`config.mk`:
```
export PLATFORM = sky130hd
export DESIGN_NAME = rlen_partition
export DESIGN_NICKNAME = d
export VERILOG_FILES = /design/src/rtl/rlen_partition.sv
export SDC_FILE = /design/constraint.sdc
export NUM_CORES = 1
export LEC_CHECK = 0
export ABC_CLOCK_PERIOD_IN_PS = 6300
export CAP_MARGIN = 30
export CORE_ASPECT_RATIO = 1.5
export CORE_MARGIN = 2
export CORE_UTILIZATION = 53
export CTS_CLUSTER_DIAMETER = 60
export CTS_CLUSTER_SIZE = 24
export DETAILED_ROUTE_END_ITERATION = 10
export GPL_TIMING_DRIVEN = 0
export HOLD_SLACK_MARGIN = 0.05
export PLACE_DENSITY = 0.82
export SETUP_SLACK_MARGIN = 0.05
export SYNTH_ARGS = -nofsm -noshare
export SYNTH_HDL_FRONTEND = slang
export SYNTH_SLANG_ARGS = --single-unit
```
`constraint.sdc`:
```
create_clock -name clk -period 6.3 [get_ports clk]
set_input_delay 0.945 -clock clk [delete_from_list [all_inputs] [get_ports clk]]
set_output_delay 0.945 -clock clk [all_outputs]
set_load 0.005 [all_outputs]
```
`src/rtl/rlen_partition.sv`:
```
// rlen_partition: DMA read job splitter and read-completion tracker.
// Cuts a byte-addressed read job into 16-beat-aligned INCR AR bursts,
// limits the number of bursts in flight, and pulses dmar_done once every
// issued burst has returned its last R beat.
module rlen_partition #(
   parameter int AXI_DW     = 128,
   parameter int AXI_AW     = 32,
   parameter int AXI_IW     = 8,
   parameter int AXI_LW     = 8,
   parameter int AXI_SW     = 3,
   parameter int AXI_BURSTW = 2,
   parameter int AMI_OD     = 4
) (
   input  logic                  clk,
   input  logic                  reset_n,
   input  logic                  cfg_dmar_valid,
   output logic                  cfg_dmar_ready,
   input  logic [31:0]           cfg_dmar_sa,
   input  logic [31:0]           cfg_dmar_len,
   output logic [AXI_IW-1:0]     arid,
   output logic [AXI_AW-1:0]     araddr,
   output logic [AXI_LW-1:0]     arlen,
   output logic [AXI_SW-1:0]     arsize,
   output logic [AXI_BURSTW-1:0] arburst,
   output logic                  arvalid,
   input  logic                  arready,
   input  logic                  rvalid,
   input  logic                  rready,
   input  logic                  rlast,
   output logic                  dmar_done
);

   localparam int AXI_BYTES = AXI_DW / 8;
   localparam int L         = $clog2(AXI_BYTES);
   localparam int BL        = 16;
   localparam int B         = $clog2(BL) + L;
   localparam int OW        = $clog2(AMI_OD + 1);

   typedef enum logic [1:0] {
      IDLE  = 2'd0,
      ADDR  = 2'd1,
      DRAIN = 2'd2
   } state_t;

   state_t        state;
   state_t        state_nxt;
   logic [31:L]   sa_beat;
   logic [31:L]   len_beat;
   logic [31:L]   len_beat_in;
   logic [31:L]   bnd_m1;
   logic [31:L]   len_m1;
   logic [31:L]   burst_m1;
   logic [31:L]   burst;
   logic [OW-1:0] outstanding;
   logic [OW-1:0] outstanding_nxt;
   logic          cfg_hs;
   logic          ar_hs;
   logic          r_hs;
   logic          done_set;
   logic          unused_bits;

   // Sub-beat address/length bits carry no meaning: only whole beats move.
   assign unused_bits = ^{cfg_dmar_sa[L-1:0], cfg_dmar_len[L-1:0]};

   assign len_beat_in = cfg_dmar_len[31:L];
   assign cfg_dmar_ready = (state == IDLE);
   // outstanding only rises on an AR handshake, so while a request waits the
   // gate can only stay open: arvalid/araddr/arlen hold until arready.
   assign arvalid = (state == ADDR) && (outstanding < OW'(AMI_OD));
   assign cfg_hs  = cfg_dmar_valid & cfg_dmar_ready;
   assign ar_hs   = arvalid & arready;
   // A stray last beat with nothing in flight is dropped (count saturates at 0).
   assign r_hs    = rvalid & rready & rlast & (outstanding != '0);

   // Beats left before the next 16-beat boundary vs. beats left in the job.
   assign bnd_m1   = {{(32 - B){1'b0}}, ~sa_beat[B-1:L]};
   assign len_m1   = len_beat - (32 - L)'(1);
   assign burst_m1 = (bnd_m1 < len_m1) ? bnd_m1 : len_m1;
   assign burst    = burst_m1 + (32 - L)'(1);

   assign arid    = AXI_IW'(1);
   assign arsize  = AXI_SW'(L);
   assign arburst = AXI_BURSTW'(1);
   assign araddr  = {sa_beat[AXI_AW-1:L], {L{1'b0}}};
   assign arlen   = (state == ADDR) ? AXI_LW'(burst_m1) : '0;

   // In-flight burst count: +1 per AR handshake, -1 per accepted last beat.
   always_comb begin
      outstanding_nxt = outstanding;
      case ({ar_hs, r_hs})
         2'b10:   outstanding_nxt = outstanding + OW'(1);
         2'b01:   outstanding_nxt = outstanding - OW'(1);
         default: outstanding_nxt = outstanding;
      endcase
   end

   // Next-state logic and the completion-pulse request.
   always_comb begin
      state_nxt = state;
      done_set  = 1'b0;
      case (state)
         IDLE: begin
            if (cfg_hs) begin
               if (len_beat_in != '0) begin
                  state_nxt = ADDR;
               end else begin
                  done_set = 1'b1;
               end
            end else begin
               state_nxt = IDLE;
            end
         end
         ADDR: begin
            if (ar_hs && (len_beat == burst)) begin
               state_nxt = DRAIN;
            end else begin
               state_nxt = ADDR;
            end
         end
         DRAIN: begin
            if (outstanding_nxt == '0) begin
               state_nxt = IDLE;
               done_set  = 1'b1;
            end else begin
               state_nxt = DRAIN;
            end
         end
         default: state_nxt = IDLE;
      endcase
   end

   // State, in-flight count and the registered done pulse.
   always_ff @(posedge clk or negedge reset_n) begin
      if (!reset_n) begin
         state       <= IDLE;
         outstanding <= '0;
         dmar_done   <= 1'b0;
      end else begin
         state       <= state_nxt;
         outstanding <= outstanding_nxt;
         dmar_done   <= done_set;
      end
   end

   // Job cursor: load on acceptance, advance by one burst per AR handshake.
   always_ff @(posedge clk or negedge reset_n) begin
      if (!reset_n) begin
         sa_beat  <= '0;
         len_beat <= '0;
      end else if (cfg_hs && (len_beat_in != '0)) begin
         sa_beat  <= cfg_dmar_sa[31:L];
         len_beat <= len_beat_in;
      end else if (ar_hs) begin
         sa_beat  <= sa_beat + burst;
         len_beat <= len_beat - burst;
      end else begin
         sa_beat  <= sa_beat;
         len_beat <= len_beat;
      end
   end

endmodule

```
## Yosys cells after proc, flatten, opt, wreduce, memory -nomap -nowiden

Cells that the tools add are included.

| operators by class | value |
|---|---|
| add/subtract/negate cells | 6 |
| multiply operators | 0 |
| divide/modulo/power cells | 0 |
| $lt $le $gt $ge | 2 |
| equality and inequality tests | 6 |
| shifts and indexed selects | 0 |
| muxes and demuxes | 16 |
| bitwise gates (word level) | 6 |
| reduce and logical (&&, ||, !) cells | 8 |

Operator list:

| kind | count |
|---|---|
| 28-bit two-way mux | 5 |
| 28-bit by 1-bit adder with 28-bit output, second input constant | 1 |
| 28-bit adder | 1 |
| 28-bit == test | 1 |
| 4-bit by 28-bit < comparator with 1-bit output | 1 |
| 28-bit nonzero test | 1 |
| 28-bit by 1-bit subtractor with 28-bit output, second input constant | 1 |
| 28-bit subtractor | 1 |
| 2-bit two-way mux | 4 |
| 8-bit two-way mux | 1 |
| 2-bit one-hot mux with 3 select lines | 1 |
| 3-bit one-hot mux with 2 select lines | 1 |
| 1-bit AND | 5 |
| 2-bit by 1-bit == test with 1-bit output, second input constant | 2 |
| 2-bit == test, second input constant | 2 |
| 4-bit NOT | 1 |
| 3-bit by 1-bit adder with 3-bit output, second input constant | 1 |
| 1-bit logical AND | 3 |
| 3-bit logical NOT | 1 |
| 3-bit < comparator, second input constant | 1 |
| 1-bit two-way mux | 3 |
| 3-bit by 2-bit inequality test with 1-bit output, second input constant | 1 |
| 3-bit nonzero test | 1 |
| 3-bit by 1-bit subtractor with 3-bit output, second input constant | 1 |
| other kinds (3) | 3 |

| word-level totals | value |
|---|---|
| register bits | 62 |
| latch bits | 0 |
| bits in writable memories | 0 |
| memory bits (read-only) | 0 |
| input bits | 71 |
| output and inout port bits | 56 |
| word-level logic and storage cells | 49 |
| memories kept | 0 |

## Logic depth before layout (Yosys ltp)

| logic depth | value |
|---|---|
| depth after elaboration | 8 |
| mapped depth | 23 |
| depth with buffers taken out | 23 |

## Worst setup path before layout

OpenSTA, ideal clock, no wires.

| timing | value |
|---|---|
| kind | register to register |
| from | register len_beat[4] (netlist bit) |
| to | register sa_beat[26] (netlist bit) |
| library setup time | 0.134 ns |
| arrival | 5.012 ns |
| data required time | 6.166 ns |
| setup slack | 1.154 ns |
| cell stages (with the launch flop) | 22 |
| buffers on the path | 0 |
| clock period less this slack | 5.146 ns |
| cell sequence | dfrtp_1 inv_1 ha_1 nor3b_1 nand2_1 or3_1 xnor2_1 nor4_1 nand4_2 mux2_2 inv_1 ha_1 fa_1 a211o_1 a21oi_1 nand2b_1 a21oi_1 o41ai_1 nor2_1 a2111oi_0 a2bb2oi_1 o21ai_0 |

| between the ends | value |
|---|---|
| cells in the longest elaborated chain, start to end | 7 |

RTL lines:

| element | RTL line | RTL |
|---|---|---|
| start, declared | 48 | `logic [31:L] len_beat;` |
| start signal, assigned | 152 | `len_beat <= len_beat_in;` |
| start signal, assigned | 155 | `len_beat <= len_beat - burst;` |
| start signal, assigned | 158 | `len_beat <= len_beat;` |
| 28-bit by 1-bit subtractor with 28-bit output (*) | 77 | `assign len_m1 = len_beat - (32 - L)'(1);` |
| 4-bit by 28-bit < comparator with 1-bit output | 78 | `assign burst_m1 = (bnd_m1 < len_m1) ? bnd_m1 : len_m1;` |
| 28-bit two-way mux (*) | 78 |  |
| 28-bit by 1-bit adder with 28-bit output (*) | 79 | `assign burst = burst_m1 + (32 - L)'(1);` |
| 28-bit adder (*) | 154 | `sa_beat <= sa_beat + burst;` |
| 28-bit two-way mux (*) | 153 | `end else if (ar_hs) begin` |
| 28-bit two-way mux (*) | 150 | `end else if (cfg_hs && (len_beat_in != '0)) begin` |
| end signal, assigned | 151 | `sa_beat <= cfg_dmar_sa[31:L];` |
| end signal, assigned | 154 |  |
| end signal, assigned | 157 | `sa_beat <= sa_beat;` |
| end, declared | 47 | `logic [31:L] sa_beat;` |

Mark *: on every way between the ends. The rest lies on a longest branch, timed or not. The select of a mux whose other input is x is not followed.
A chain may end at the register's enable or synchronous reset.

## Final worst setup path

| timing | value |
|---|---|
| from | register len_beat[15] (netlist bit) |
| to | register sa_beat[26] (netlist bit) |

The elaborated chain is that of the path after synthesis.

==> results.cfg <==
[clock_network]
max-clock-path-buffers = 2
clk_latency_ps = 330
clk_transition_reported_paths_ps = 60
cts_root_buf = clkbuf_16
cts_tree = done
cts_inserted_buffers = 9
clock-sinks = 62
cts_max_level = 3

[routing]
vias = 6462
drt-wirelength-per-cell_um = 17.74
route.detailed.drc = 0
drt.antenna.violating_nets = 0
vias_per_cell = 5.901
drtIter0Drc = 305
dr.pass1.iters = 5
route.final.wire_length_mm = 19.43

[place]
place_inst = 1080
place.gp.congestion = 0.9818
io_buffers = 97
placed_cell_area_um2 = 7627
dp_hpwl_mm = 15.20

[sta]
finalClockSkew_ps = 5.985
tightestPinTransition_ps = 835.2
period_share_pct = 93.42
hold_viol_final = 0
period_minus_slack_ps = 5885
drv_slew = 0
rsz0062_at_grt = false
finalSetupViolCount = 0
fmax_mhz = 169.9
setup_tns_ps = 0
maxSlewHeadroom_pct = 44.32

[global_route]
grt-ovfl-total = 0
grtUsageTotal_pct = 30.57
grt_max_degree = 63
antenna_found_initial = 0
grt_pass1_wl_mm = 30.34
grt_pass1_vias = 6261

[finish]
finalNetCount = 1080
seqCellArea_um2 = 1551
area_growth_pct = 27.60
fin_util_pct = 69.09
antenna_cells = 0
final_common_cell = clkdlybuf4s50_1
drive_above_1_share_pct = 6.455
nFillCells = 993
layout_common_cells = clkdlybuf4s50_1, o21ai_0, conb_1
stdcell_count = 1095
multi_input_area_um2 = 4578
design_area_um2 = 7925

[worst_hold_path]
hp-start = state[0]
hold_path_end = dmar_done
min_path_type = reg -> reg
hold_depth = 1

[logic_synthesis]
yosysSeqAreaShare_pct = 24.98
synth.distinct_cells = 70
synth-edff-count = 0
syn_area_um2 = 6211
synthFlopType = dfrtp_1
syn_avg_cell_area_um2 = 8.130
ys_warn_count = 0
yosys_register_bits = 62
netlist_instances = 764
synth-async-reset-ratio_pct = 100.0

[die]
die-area_um2 = 12620
floorplan.initialDensity_pct = 54.14
core_area_um2 = 11470
die_h_um = 136.6
std_cell_rows = 48
ios = 127
die_w_um = 92.39

[worst_setup_path]
critPathMaxFanout = 6
required_ps = 6500
ff2ff_path_depth = 21
rr_endpoint = sa_beat[26]
critPathKind = reg -> reg
crit_arrival_ps = 6080
r2r_slack_ps = 410
start_kind = flip-flop
end_kind = flip-flop
r2r_start = len_beat[15]

[pwr]
power.leakage_nw = 3.486
ir_drop_v = 0.0002334
powerDensity_nw_per_um2 = 532.3

[job]
cap_violations = 0

[run_status]
status = completed
-- power by group --
group	switching (mW)	total, mW	internal [mW]
registers	0.283	0.879	0.596
logic	1.52	2.84	1.33
clock network	0.185	0.496	0.312
total	1.98	4.22	2.23
-- kinds of logic after synthesis --
group           share of synthesized area, %
compound gates                         26.95
simple gates                           19.92
buf+inv                                5.560
fa+ha+maj                              14.06
flops                                  24.98
xor+xnor                               6.628
mux                                    1.773
other cells                           0.1209
-- Yosys cell counts, types with 3 or more instances --
cell       number  area share (%)
a221oi_1        5            0.71
ha_1           65              13
nand2_1        60             3.6
dfrtp_1        62              25
nor2_1         61             3.7
mux2_2          5            0.91
o31ai_1         3            0.36
o21bai_1       11             1.3
a2111oi_0       3            0.42
fa_1            3            0.97
xor2_1         22             3.1
mux2i_1         4            0.64
buf_4          21             2.5
nor2b_1        12             1.2
inv_1          28             1.7
nor4_1         13             1.3
nand3_1        19             1.5
or3_1           5            0.50
o21a_1          6            0.73
a21oi_1        60             4.8
a22oi_1        29             3.5
or4_1           3            0.36
a31o_2          3            0.42
nand2b_1       12             1.2
nor3_1         24             1.9
and3_1          3            0.30
nor3b_1         5            0.60
xnor2_1        25             3.5
a21o_1         15             1.8
a211oi_1       13             1.6
and2_1          4            0.40
o21ai_0        71             5.7
clkbuf_1       21             1.3
a31oi_1         6            0.60
nand4_1         8            0.81
o211ai_1        4            0.48
a221o_1         8             1.3
-- flip-flops by register name, indices dropped and copies added, names as in the netlist --
| signal | cells |
|---|---|
| outstanding | 3 |
| state | 2 |
| dmar_done | 1 |
| sa_beat | 28 |
| len_beat | 28 |
-- layout make-up --
type,count,share of cell area (%)
Multi-Input combinational cell,699,57.77
Sequential cell,62,19.58
Timing Repair Buffer,98,12.28
Clock buffer,10,3.015
Buffer,42,2.984
Tap cell,150,2.368
Inverter,29,1.374
Clock inverter,5,0.6315
-- critical path, cell delays in order (launching register included) --
cell	delay, ps
dfrtp_1	480
or4_1	620
nor2_4	150
nand2_1	110
or3_1	350
xnor2_1	140
nor4_1	240
nand4_2	290
mux2_2	360
inv_1	60
ha_1	260
xor2_1	180
ha_1	350
a211o_1	350
a21oi_1	120
nand2b_1	220
a21oi_1	120
o41ai_1	540
nor2_1	80
a2111oi_0	400
a2bb2oi_1	220
o21ai_0	90
-- worst max path at each step --
stage                       from            to  slack [ps]  depth (start not counted)
floorplan            len_beat[4]   sa_beat[26]        1150                         21
global route        len_beat[12]   sa_beat[26]         110                         21
detailed placement   len_beat[4]  len_beat[31]         160                         22
CTS                  len_beat[4]  len_beat[31]         150                         22
finish              len_beat[15]   sa_beat[26]         410                         21
global placement     len_beat[4]  len_beat[31]         180                         22
-- metrics by stage --
stage               worst slack, ps  power [mW]  hold WS (ps)
CTS                           148.1       4.144         523.7
finish                        414.7       4.218         539.4
global placement              184.8       3.576         512.1
detailed placement            161.3       3.633         516.2
global route                  110.3       4.587         571.8
floorplan                      1154       2.854         465.4
-- what timing repair did --
item,in CTS,in global routing
buffers inserted,0,0
setup endpoints to repair,0,10
hold buffers,0,0
resized for setup,0,2
-- layer usage --
layer	vias to the layer above	part of all wire (%)	track usage, %	wire length, um
met5	-	0	0	0
met4	0	5.6	17.91	1082
met3	70	4.7	3.744	916
met2	235	52	57.02	10150
met1	3050	37	32.68	7280
li1	3107	-	-	-
(Power assumes the default switching activity.)
